**config.mk**
```make
export PLATFORM = sky130hd
export DESIGN_NAME = nibble_serializer
export DESIGN_NICKNAME = d
export VERILOG_FILES = /design/src/rtl/nibble_serializer.sv
export SDC_FILE = /design/constraint.sdc
export NUM_CORES = 1
export LEC_CHECK = 0
export CAP_MARGIN = 25
export CORE_MARGIN = 1
export CORE_UTILIZATION = 57
export CTS_CLUSTER_DIAMETER = 100
export DETAILED_ROUTE_END_ITERATION = 8
export PLACE_DENSITY = 0.81
export RECOVER_POWER = 50
export SLEW_MARGIN = 30
export SYNTH_ARGS = -nofsm -noshare
export SYNTH_HDL_FRONTEND = slang
export SYNTH_SLANG_ARGS = --single-unit
export TNS_END_PERCENT = 100
```
**constraint.sdc**
```tcl
create_clock -name clk -period 4.85 [get_ports clk]
set_clock_uncertainty 0.15 [all_clocks]
set_input_delay 1.455 -clock clk [delete_from_list [all_inputs] [get_ports clk]]
set_output_delay 1.455 -clock clk [all_outputs]
set_load 0.005 [all_outputs]
```
**src/rtl/nibble_serializer.sv**
```systemverilog
// Framed LSB-first serial transmitter with a one-entry holding buffer.
// Each frame is a start bit, the data bits, an optional parity bit and a stop bit.
module nibble_serializer #(
  parameter int DATA_W     = 4,
  parameter int PARITY_EN  = 1,
  parameter int PARITY_ODD = 0,
  parameter int BIT_CYCLES = 1
) (
  input  logic              clk,
  input  logic              clrn,
  input  logic [DATA_W-1:0] din,
  input  logic              din_valid,
  output logic              din_ready,
  output logic              sout,
  output logic              busy,
  output logic              frame_done,
  output logic [2:0]        dbg_state
);

  typedef enum logic [2:0] {
    S_IDLE   = 3'd0,
    S_START  = 3'd1,
    S_DATA   = 3'd2,
    S_PARITY = 3'd3,
    S_STOP   = 3'd4
  } state_t;

  localparam int              BW          = (DATA_W > 1) ? $clog2(DATA_W) : 1;
  localparam logic [BW-1:0]   BIT_LAST    = BW'(DATA_W - 1);
  localparam logic [3:0]      CYC_LAST    = 4'(BIT_CYCLES - 1);
  localparam logic [3:0]      CYC_PRE     = 4'(BIT_CYCLES - 2);
  localparam logic            PAR_INIT    = (PARITY_ODD != 0);
  localparam logic            FD_ON_ENTRY = (BIT_CYCLES == 1);

  state_t              r_state;
  logic [DATA_W-1:0]   r_hold;
  logic                r_hold_full;
  logic [DATA_W-1:0]   r_shift;
  logic                r_par;
  logic [3:0]          r_cyc_cnt;
  logic [BW-1:0]       r_bit_cnt;
  logic                r_sout;
  logic                r_busy;
  logic                r_frame_done;

  logic                w_bit_end;
  logic                w_load;
  logic [DATA_W-1:0]   w_shift_nx;

  // Handshake: a word transfers on a rising edge with din_valid=1 and din_ready=1;
  // din_ready is the inverted hold_full flop and never depends on din_valid.
  assign din_ready  = ~r_hold_full;
  assign sout       = r_sout;
  assign busy       = r_busy;
  assign frame_done = r_frame_done;
  assign dbg_state  = r_state;

  assign w_bit_end  = (r_cyc_cnt == CYC_LAST);
  assign w_shift_nx = r_shift >> 1;
  // Hold drains into the shift register from IDLE, or at the end of a stop bit.
  assign w_load     = r_hold_full &
                      ((r_state == S_IDLE) || ((r_state == S_STOP) && w_bit_end));

  always_ff @(posedge clk) begin
    if (!clrn) begin
      r_hold      <= '0;
      r_hold_full <= 1'b0;
    end else if (w_load) begin
      r_hold_full <= 1'b0;
    end else if (din_valid && !r_hold_full) begin
      r_hold      <= din;
      r_hold_full <= 1'b1;
    end
  end

  always_ff @(posedge clk) begin
    if (!clrn) begin
      r_state      <= S_IDLE;
      r_shift      <= '0;
      r_par        <= 1'b0;
      r_cyc_cnt    <= '0;
      r_bit_cnt    <= '0;
      r_sout       <= 1'b1;
      r_busy       <= 1'b0;
      r_frame_done <= 1'b0;
    end else begin
      case (r_state)
        S_IDLE: begin
          r_sout       <= 1'b1;
          r_busy       <= 1'b0;
          r_frame_done <= 1'b0;
          if (w_load) begin
            r_state   <= S_START;
            r_shift   <= r_hold;
            r_par     <= (^r_hold) ^ PAR_INIT;
            r_cyc_cnt <= '0;
            r_bit_cnt <= '0;
            r_sout    <= 1'b0;
            r_busy    <= 1'b1;
          end
        end

        S_START: begin
          if (w_bit_end) begin
            r_state   <= S_DATA;
            r_cyc_cnt <= '0;
            r_sout    <= r_shift[0];
          end else begin
            r_cyc_cnt <= r_cyc_cnt + 4'd1;
          end
        end

        S_DATA: begin
          if (w_bit_end) begin
            r_cyc_cnt <= '0;
            r_shift   <= w_shift_nx;
            if (r_bit_cnt == BIT_LAST) begin
              r_bit_cnt <= '0;
              if (PARITY_EN != 0) begin
                r_state <= S_PARITY;
                r_sout  <= r_par;
              end else begin
                r_state      <= S_STOP;
                r_sout       <= 1'b1;
                r_frame_done <= FD_ON_ENTRY;
              end
            end else begin
              r_bit_cnt <= r_bit_cnt + 1'b1;
              r_sout    <= w_shift_nx[0];
            end
          end else begin
            r_cyc_cnt <= r_cyc_cnt + 4'd1;
          end
        end

        S_PARITY: begin
          if (w_bit_end) begin
            r_state      <= S_STOP;
            r_cyc_cnt    <= '0;
            r_sout       <= 1'b1;
            r_frame_done <= FD_ON_ENTRY;
          end else begin
            r_cyc_cnt <= r_cyc_cnt + 4'd1;
          end
        end

        S_STOP: begin
          if (w_bit_end) begin
            r_cyc_cnt    <= '0;
            r_frame_done <= 1'b0;
            if (w_load) begin
              // Next word is already waiting: start bit follows with no idle gap.
              r_state   <= S_START;
              r_shift   <= r_hold;
              r_par     <= (^r_hold) ^ PAR_INIT;
              r_bit_cnt <= '0;
              r_sout    <= 1'b0;
            end else begin
              r_state <= S_IDLE;
              r_sout  <= 1'b1;
              r_busy  <= 1'b0;
            end
          end else begin
            r_cyc_cnt    <= r_cyc_cnt + 4'd1;
            r_frame_done <= (r_cyc_cnt == CYC_PRE);
          end
        end

        default: begin
          r_state      <= S_IDLE;
          r_sout       <= 1'b1;
          r_busy       <= 1'b0;
          r_frame_done <= 1'b0;
        end
      endcase
    end
  end

endmodule

```
# Yosys cells after proc, flatten, opt, wreduce, memory -nomap -nowiden
# Index checks and enable logic that the tools add are counted.
[classes]
bitwise = 6
eq_ne = 13
muxes = 36
n_reduce_logical = 22
add_sub_neg = 2
[ops]
columns = ["op", "n"]
rows = [
  ["$mux W4", 5],
  ["$mux W3", 6],
  ["$pmux W3 S5", 1],
  ["$ne A2 B2 Y1 const B", 7],
  ["$mux W1", 13],
  ["$pmux W4 S3", 1],
  ["$mux W2", 4],
  ["$pmux W4 S2", 1],
  ["$reduce_and A2 Y1", 4],
  ["$eq A3 B2 Y1 const B", 2],
  ["$pmux W1 S3", 2],
  ["$pmux W2 S3", 1],
  ["$reduce_and A3 Y1", 2],
  ["$reduce_and A6 Y1", 1],
  ["$not A1 Y1", 5],
  ["$pmux W1 S5", 1],
  ["$add A4 B1 Y4 const B", 1],
  ["$eq A4 B4 Y1 const B", 1],
  ["$logic_not A4 Y1", 1],
  ["$reduce_and A4 Y1", 1],
  ["$reduce_bool A2 Y1", 2],
  ["$reduce_or A2 Y1", 2],
  ["$reduce_or A4 Y1", 1],
  ["$reduce_xor A4 Y1", 1],
  ["other kinds (12)", 13],
]
[word_totals]
input_bits = 7
elab_cells = 89
register_bits = 22

# Longest topological paths before layout
[logic_depth]
ltp_word = 7
depth_mapped = 7

# Least setup slack after synthesis
# No wires, ideal clock.
[synth_timing]
kind = "input to register"
startpoint = "input port clrn"
endpoint = "register r_state[2], in the netlist dbg_state[2]"
cell_stages = 4
arrival_time_ps = 2116
path_slack_ps = 2457
cell_sequence = "clkbuf_1 -> inv_1 -> clkbuf_1 -> nor2_1"
[synth_rtl]
columns = ["element", "line_no", "rtl"]
rows = [
  ["start: declaration", "10", "input logic clrn,"],
  ["end signal: assignment", "78", "r_state <= S_IDLE;"],
  ["end signal: assignment", "93", "r_state <= S_START;"],
  ["end signal: assignment", "105", "r_state <= S_DATA;"],
  ["end: declaration", "35", "state_t r_state;"],
]
# No word-level cell between the ends.

# Worst setup path in the final report
[layout_timing]
startpoint = "register r_state[2], in the netlist dbg_state[2]"
endpoint = "output port dbg_state[2]"
[layout_rtl]
columns = ["element", "line_no", "rtl"]
rows = [
  ["end: declaration", "17", "output logic [2:0] dbg_state"],
]
# No word-level cell between the ends.

==> impl_metrics.csv <==
group,metric,value,unit
min_path,hp-class,"reg -> reg",
route,drc,0,
clock_tree,cts_resized,0,
floorplan,placementRows,15,
timing,finalHoldViolations,0,
floorplan,coreArea,1760,um^2
min_path,hold_start,"r_bit_cnt[1]",
clock_tree,post_cts_buffers,0,
layout,fin_util,71.3,%
critical_path,crit_arrival,1.55,ns
critical_path,cp_max_fo,13,
synthesis,synth_edf_count,0,
route,wl,2.23,mm
clock_tree,cts_hold_buf,0,
timing,finalCritPeriodShare,65.1,%
route,vias,942,
synthesis,synth_top_flop_cell,"dfxtp_1",
place,io_buffers,13,
clock_tree,cts_buffers,3,
critical_path,critical_path_class,"reg -> out",
clock_tree,clkSinkCount,22,
clock_tree,cts_tree,"done",
critical_path,crit_buf_inv,1,
clock_tree,clockRootBuffer,"clkbuf_4",
synthesis,syn_area_per_cell,8.89,um^2
synthesis,yosys.area.top_type_share,40.0,%
critical_path,reg2reg_depth,6,
route,wl_per_cell,14.0,um
place,dpl_worst_slack,1.83,ns
floorplan,start_util,62.5,%
floorplan,dieArea,2110,um^2
floorplan,pin_count,14,
run_status,status,"finished clean",
timing,fmax,317,MHz
global_route,grt.total_usage,24.1,%
layout,area_growth,14.2,%
global_route,grt_pass1_wl,3.64,mm
clock_tree,clk_pin_slew,0.12,ns
floorplan,die_w,46.0,um
critical_path,worstPathCellList,"clkdlybuf4s50_1",
clock_tree,cts_max_level,1,
synthesis,yosysTopAreaCell,"dfxtp_1",
critical_path,timing.critical_path.to_type,"output port",
place,place.gp.congestion,0.800,
power,powerDensity,299,nW/um^2
timing,worstMarginPinSlew,0.806,ns
synthesis,synthCells,124,
timing,setup_tns,0,ns
layout,drive_gt1_share,7.46,%
timing,final-setup-viol-count,0,
route,routed_via_density,5.92,
critical_path,reg2reg_from,"r_cyc_cnt[0]",
run,max_cap_viol_count,0,
timing,finalWorstSetupSlack,1.69,ns
critical_path,cp_slowest_cell,"dfxtp_1",
layout,insertedDiodeCount,0,
timing,min_period,3.16,ns
critical_path,regToRegSetupSlack,2.75,ns
critical_path,cp-start-kind,"flop",
synthesis,yosysSeqAreaShare,40.0,%
synthesis,ys_ff_latch,22,
critical_path,crit_family,"flip-flops",
critical_path,startpoint,"dbg_state[2]",
clock_tree,clockBufferDepth,2,
global_route,antenna_found_initial,0,
critical_path,worstPathRequired,3.24,ns
layout,nets,145,
global_route,grt_max_degree,17,
route,drt-initial-drc-count,18,
floorplan,die_h,46.0,um
timing,maxSlewViolCount,0,
clock_tree,worst_skew_pair.late_latency,0.31,ns
min_path,min_path_cells,2,
synthesis,synth.distinct_cells,41,
synthesis,syn_area,1100,um^2
power,leakagePower,0.470,nW
timing,relSlewSlack,46.2,%
route,ant_nets,0,
power,ir_worst_vdd,0.206,mV
critical_path,cp_slowest_stage_delay,0.63,ns
critical_path,r2r-end,"r_par",
timing,rsz0062_at_grt,"false",
global_route,overflow,0,
place,dp_hpwl,1.64,mm
synthesis,synth_area_leaders,"dfxtp_1 (40%), mux2i_1 (6.4%), a21oi_1 (5.0%)",
synthesis,yosysWarnings,0,
synthesis,synth_nets,134,
min_path,whs_endpoint,"r_bit_cnt[1]",
synthesis,async_flop_share,0,%
global_route,grt_pass1_vias,847,
route,dr.pass1.iters,4,
## metal layers
layer	track usage [%]	vias up	share of wire, %
met5	0	-	0
met4	10.6	0	1.4
met3	2.38	4	3.5
met2	36.1	24	48
met1	34.5	441	47
li1	-	473	-
## tightest hold or removal path: cells and delay by family (launching register included)
kind	cells	cell delay, ns
DFF	1	0.33
and+or+nand+nor	1	0.06
AOI/OAI and AO/OA	1	0.05
## registers in the layout, indices dropped and copies added (netlist names)
| register | count |
|---|---|
| busy | 1 |
| sout | 1 |
| r_par | 1 |
| r_hold_full | 1 |
| r_shift | 4 |
| r_bit_cnt | 2 |
| frame_done | 1 |
| dbg_state | 3 |
| r_hold | 4 |
| r_cyc_cnt | 4 |
## final cells by class
type                    count  area [um^2]
clock buffers               4         36.3
fillers                   158          505
inverters                   5         18.8
multi-input cells          90          602
flip-flops and latches     22          440
well taps                  25         31.3
repair buffers             13          130
## how the worst max path moves through the flow
stage,cells past startpoint,endpoint,slack (ns)
6_report,1,dbg_state[2],1.69
5_1_grt,1,dbg_state[2],1.65
4_1_cts,1,dbg_state[2],1.71
3_5_place_dp,3,r_bit_cnt[0],1.83
3_3_place_gp,3,r_bit_cnt[0],1.90
2_1_floorplan,4,dbg_state[2],2.46
## power by group
| part | total [W] | internal [W] | switching (W) |
|---|---|---|---|
| Sequential | 0.000207 | 0.000193 | 0.0000131 |
| Combinational | 0.0000669 | 0.0000331 | 0.0000338 |
| Clock | 0.000103 | 0.0000459 | 0.0000569 |
| Total | 0.000376 | 0.000272 | 0.000104 |
## cells by family after synthesis
kind of cell,count (synthesis),synth area share [%]
and+or+nand+nor,42,20.1
AOI/OAI and AO/OA,33,21.0
DFF,22,40.0
buffers and inverters,12,4.99
muxes,8,7.38
xor gates and xnor gates,4,3.18
adders and majority gates,3,3.41
## placed cells by master, fill, tap and decap left out, types with 2 or more instances in the layout
cell / instances
ha_1: 3
a31oi_1: 2
a22oi_1: 2
mux2i_1: 7
inv_1: 5
nor2_1: 12
nand2_1: 7
clkbuf_4: 3
a21oi_1: 11
nand3_1: 7
nor2b_1: 2
clkdlybuf4s50_1: 12
and2_1: 2
o31ai_1: 3
nand4_1: 2
o21ai_0: 4
a211oi_1: 2
o211ai_1: 2
dfxtp_1: 22
xnor2_1: 3
## cells in the mapped netlist, types with 2 or more instances
library cell	count
dfxtp_1	22
nor2_1	12
a21oi_1	11
mux2i_1	7
nand2_1	7
nand3_1	7
inv_1	5
clkbuf_1	4
o21ai_0	4
ha_1	3
o31ai_1	3
xnor2_1	3
a22oi_1	2
a31oi_1	2
and2_1	2
buf_2	2
nand4_1	2
nor2b_1	2
o211ai_1	2
## per-stage QoR
| stage | instance area (um^2) | instances | hold WS, ns | power, W |
|---|---|---|---|---|
| after floorplan | 1100 | 124 | 0.297 | 0.000254 |
| after global placement | 1230 | 155 | 0.308 | 0.000276 |
| after detailed placement | 1230 | 155 | 0.313 | 0.000278 |
| after CTS | 1260 | 159 | 0.331 | 0.000377 |
| after global routing | 1260 | 159 | 0.356 | 0.000392 |
| final | 1260 | 159 | 0.332 | 0.000376 |
No activity file was read; power rests on OpenSTA's default activity.
==> variant (same settings) <==
The parameter `DATA_W` goes from 4 to 16.
--- a/src/rtl/nibble_serializer.sv
+++ b/src/rtl/nibble_serializer.sv
@@ -1,7 +1,7 @@
 // Framed LSB-first serial transmitter with a one-entry holding buffer.
 // Each frame is a start bit, the data bits, an optional parity bit and a stop bit.
 module nibble_serializer #(
-  parameter int DATA_W     = 4,
+  parameter int DATA_W     = 16,
   parameter int PARITY_EN  = 1,
   parameter int PARITY_ODD = 0,
   parameter int BIT_CYCLES = 1
Ports: changed (resized din); port bits go from 14 to 26. The function was not compared with the original's and may differ.
==> variant against the original RTL <==
Largest cell class unchanged. Via count up 110%. Design area up 110%. Largest power group unchanged. Critical path depth unchanged. First-iteration DRC count rose to 10 times the old value. Routed wire length up 120%. Synthesized area up 110%. Power rose to 2.8 times the old value. Sequential cell count up 26. Setup slack worse by 0.12 ns. Utilization down 0.23 points. Critical endpoint unchanged. Die area up 110%.
==> variant: results (changes against the original RTL) <==
PWR
--------------------------------------------------------------------------------------------------
Comb power frac                                                                              25.3%   +7.5 points
Sequential share of power                                                                    45.6%   -9.3 points
Power dissipated by switching net loads                                                 0.000321 W   +210%
Leakage power summed over all cells                                                       0.948 nW   +100%
Combinational cell power                                                                0.000267 W   +300%

STATUS
--------------------------------------------------------------------------------------------------
Result of the run                                                                        completed

CRITICAL PATH
--------------------------------------------------------------------------------------------------
Highest fanout seen on the critical path                                                        20   +7
Crit. Startpoint                                                                      dbg_state[2]
Maximum cell stage delay along the critical path                                           0.74 ns   +0.11 ns
Data arrival time of the critical path                                                     1.67 ns   +0.12 ns

CLOCK TREE
--------------------------------------------------------------------------------------------------
Root buffer cell                                                                      sky130_fd_sc_hd__clkbuf_8
H-tree lvl count                                                                                 2   +1
Clock transition time at the flip-flop clock pins of the worst setup and hold paths        0.09 ns   -0.03 ns
Clock buffers created by TritonCTS                                                               5   +2

GLOBAL ROUTE
--------------------------------------------------------------------------------------------------
Global-route usage over all layers                                                           25.0%   +0.97 points
GR Util met2                                                                                 38.0%   +2.0 points
Pin count of the biggest net entering global routing                                            38   +21
Vias in the first global route                                                                1819   +110%
Fraction of met3 tracks used by global routing                                               4.31%   +1.9 points

PLACE
--------------------------------------------------------------------------------------------------
Port-buffer cells                                                                               25   +12
Instance area at placement                                                                2590 µm²   +110%
Final estimated routing congestion in global placement                                       0.778   -2.8%
HPWL Detailed                                                                              3.31 mm   +100%

ROUTING
--------------------------------------------------------------------------------------------------
Number of vias after detailed routing                                                         1938   +110%
Metal1 wirelength                                                                          2.47 mm   +140%
Met2 layer wire length in the routed design                                                2.19 mm   +100%
WL met3                                                                                     117 µm   +50%
First-iteration detailed-routing DRC count                                                     185   +167

CELLS AND AREA
--------------------------------------------------------------------------------------------------
Leading registers by flop count                                                       r_hold: 16 flops, r_shift: 16 flops
Non-filler cells in the finished layout                                                        344   +120%
Share of layout cells above drive strength 1                                                 8.78%   +1.3 points
Net count, final                                                                               317   +120%
Layout filler cell count                                                                       304   +92%

SYNTH
--------------------------------------------------------------------------------------------------
Commonest cells in the netlist                                                        68 x sky130_fd_sc_hd__nand2_1, 48 x sky130_fd_sc_hd__dfxtp_1, 25 x sky130_fd_sc_hd__nor2_1
Share of the yosys chip area belonging to registers                                          40.8%   +0.87 points
Adder-cell area share of the yosys netlist                                                   1.59%   -1.8 points
Xor and xnor area share after synthesis                                                      7.07%   +3.9 points
Cells taking the most area after synthesis                                            sky130_fd_sc_hd__dfxtp_1 41%, sky130_fd_sc_hd__nand2_1 11%, sky130_fd_sc_hd__a311oi_2 7.0%
Syn nets                                                                                       300   +120%
Complex-gate fraction of the synthesized area                                                20.1%   -0.85 points
Netlist cell types                                                                              46   +12%
Proportion of synthesized area in mux cells                                                  1.75%   -5.6 points
Average cell area after synthesis                                                         8.47 µm²   -4.8%

STA
--------------------------------------------------------------------------------------------------
Actual slew at the worst max-slew pin                                                      1.05 ns   +0.244 ns

WORST HOLD PATH
--------------------------------------------------------------------------------------------------
Beginning of the worst hold path                                                        r_shift[2]

-- variant: cell types whose count changed after synthesis, moves of 5 or more --
cell                       change
sky130_fd_sc_hd__a21oi_1      +11
sky130_fd_sc_hd__clkbuf_1      +5
sky130_fd_sc_hd__dfxtp_1      +26
sky130_fd_sc_hd__a311oi_2     +11
sky130_fd_sc_hd__nand2_1      +61
sky130_fd_sc_hd__xnor2_1      +13
sky130_fd_sc_hd__nor2_1       +13
-- variant: path summary, 6_finish.rpt --
kind / slack (ns) / endpoint
min reg2reg: 0.34 / r_shift[1]
max reg2reg: 2.50 / r_shift[9]
max: 1.58 / dbg_state[2]
min: 0.34 / r_shift[1]
-- variant: final cells by class --
type                            instances  area, µm²  share of cell area, %
Clock buffer                            6       82.6                   3.06
Clock inverter                          2       38.8                   1.44
Inverter                                5       18.8                  0.695
Multi-Input combinational cell        208       1260                   46.5
Sequential cell                        48        961                   35.6
Tap cell                               48       60.1                   2.22
Timing Repair Buffer                   27        283                   10.5
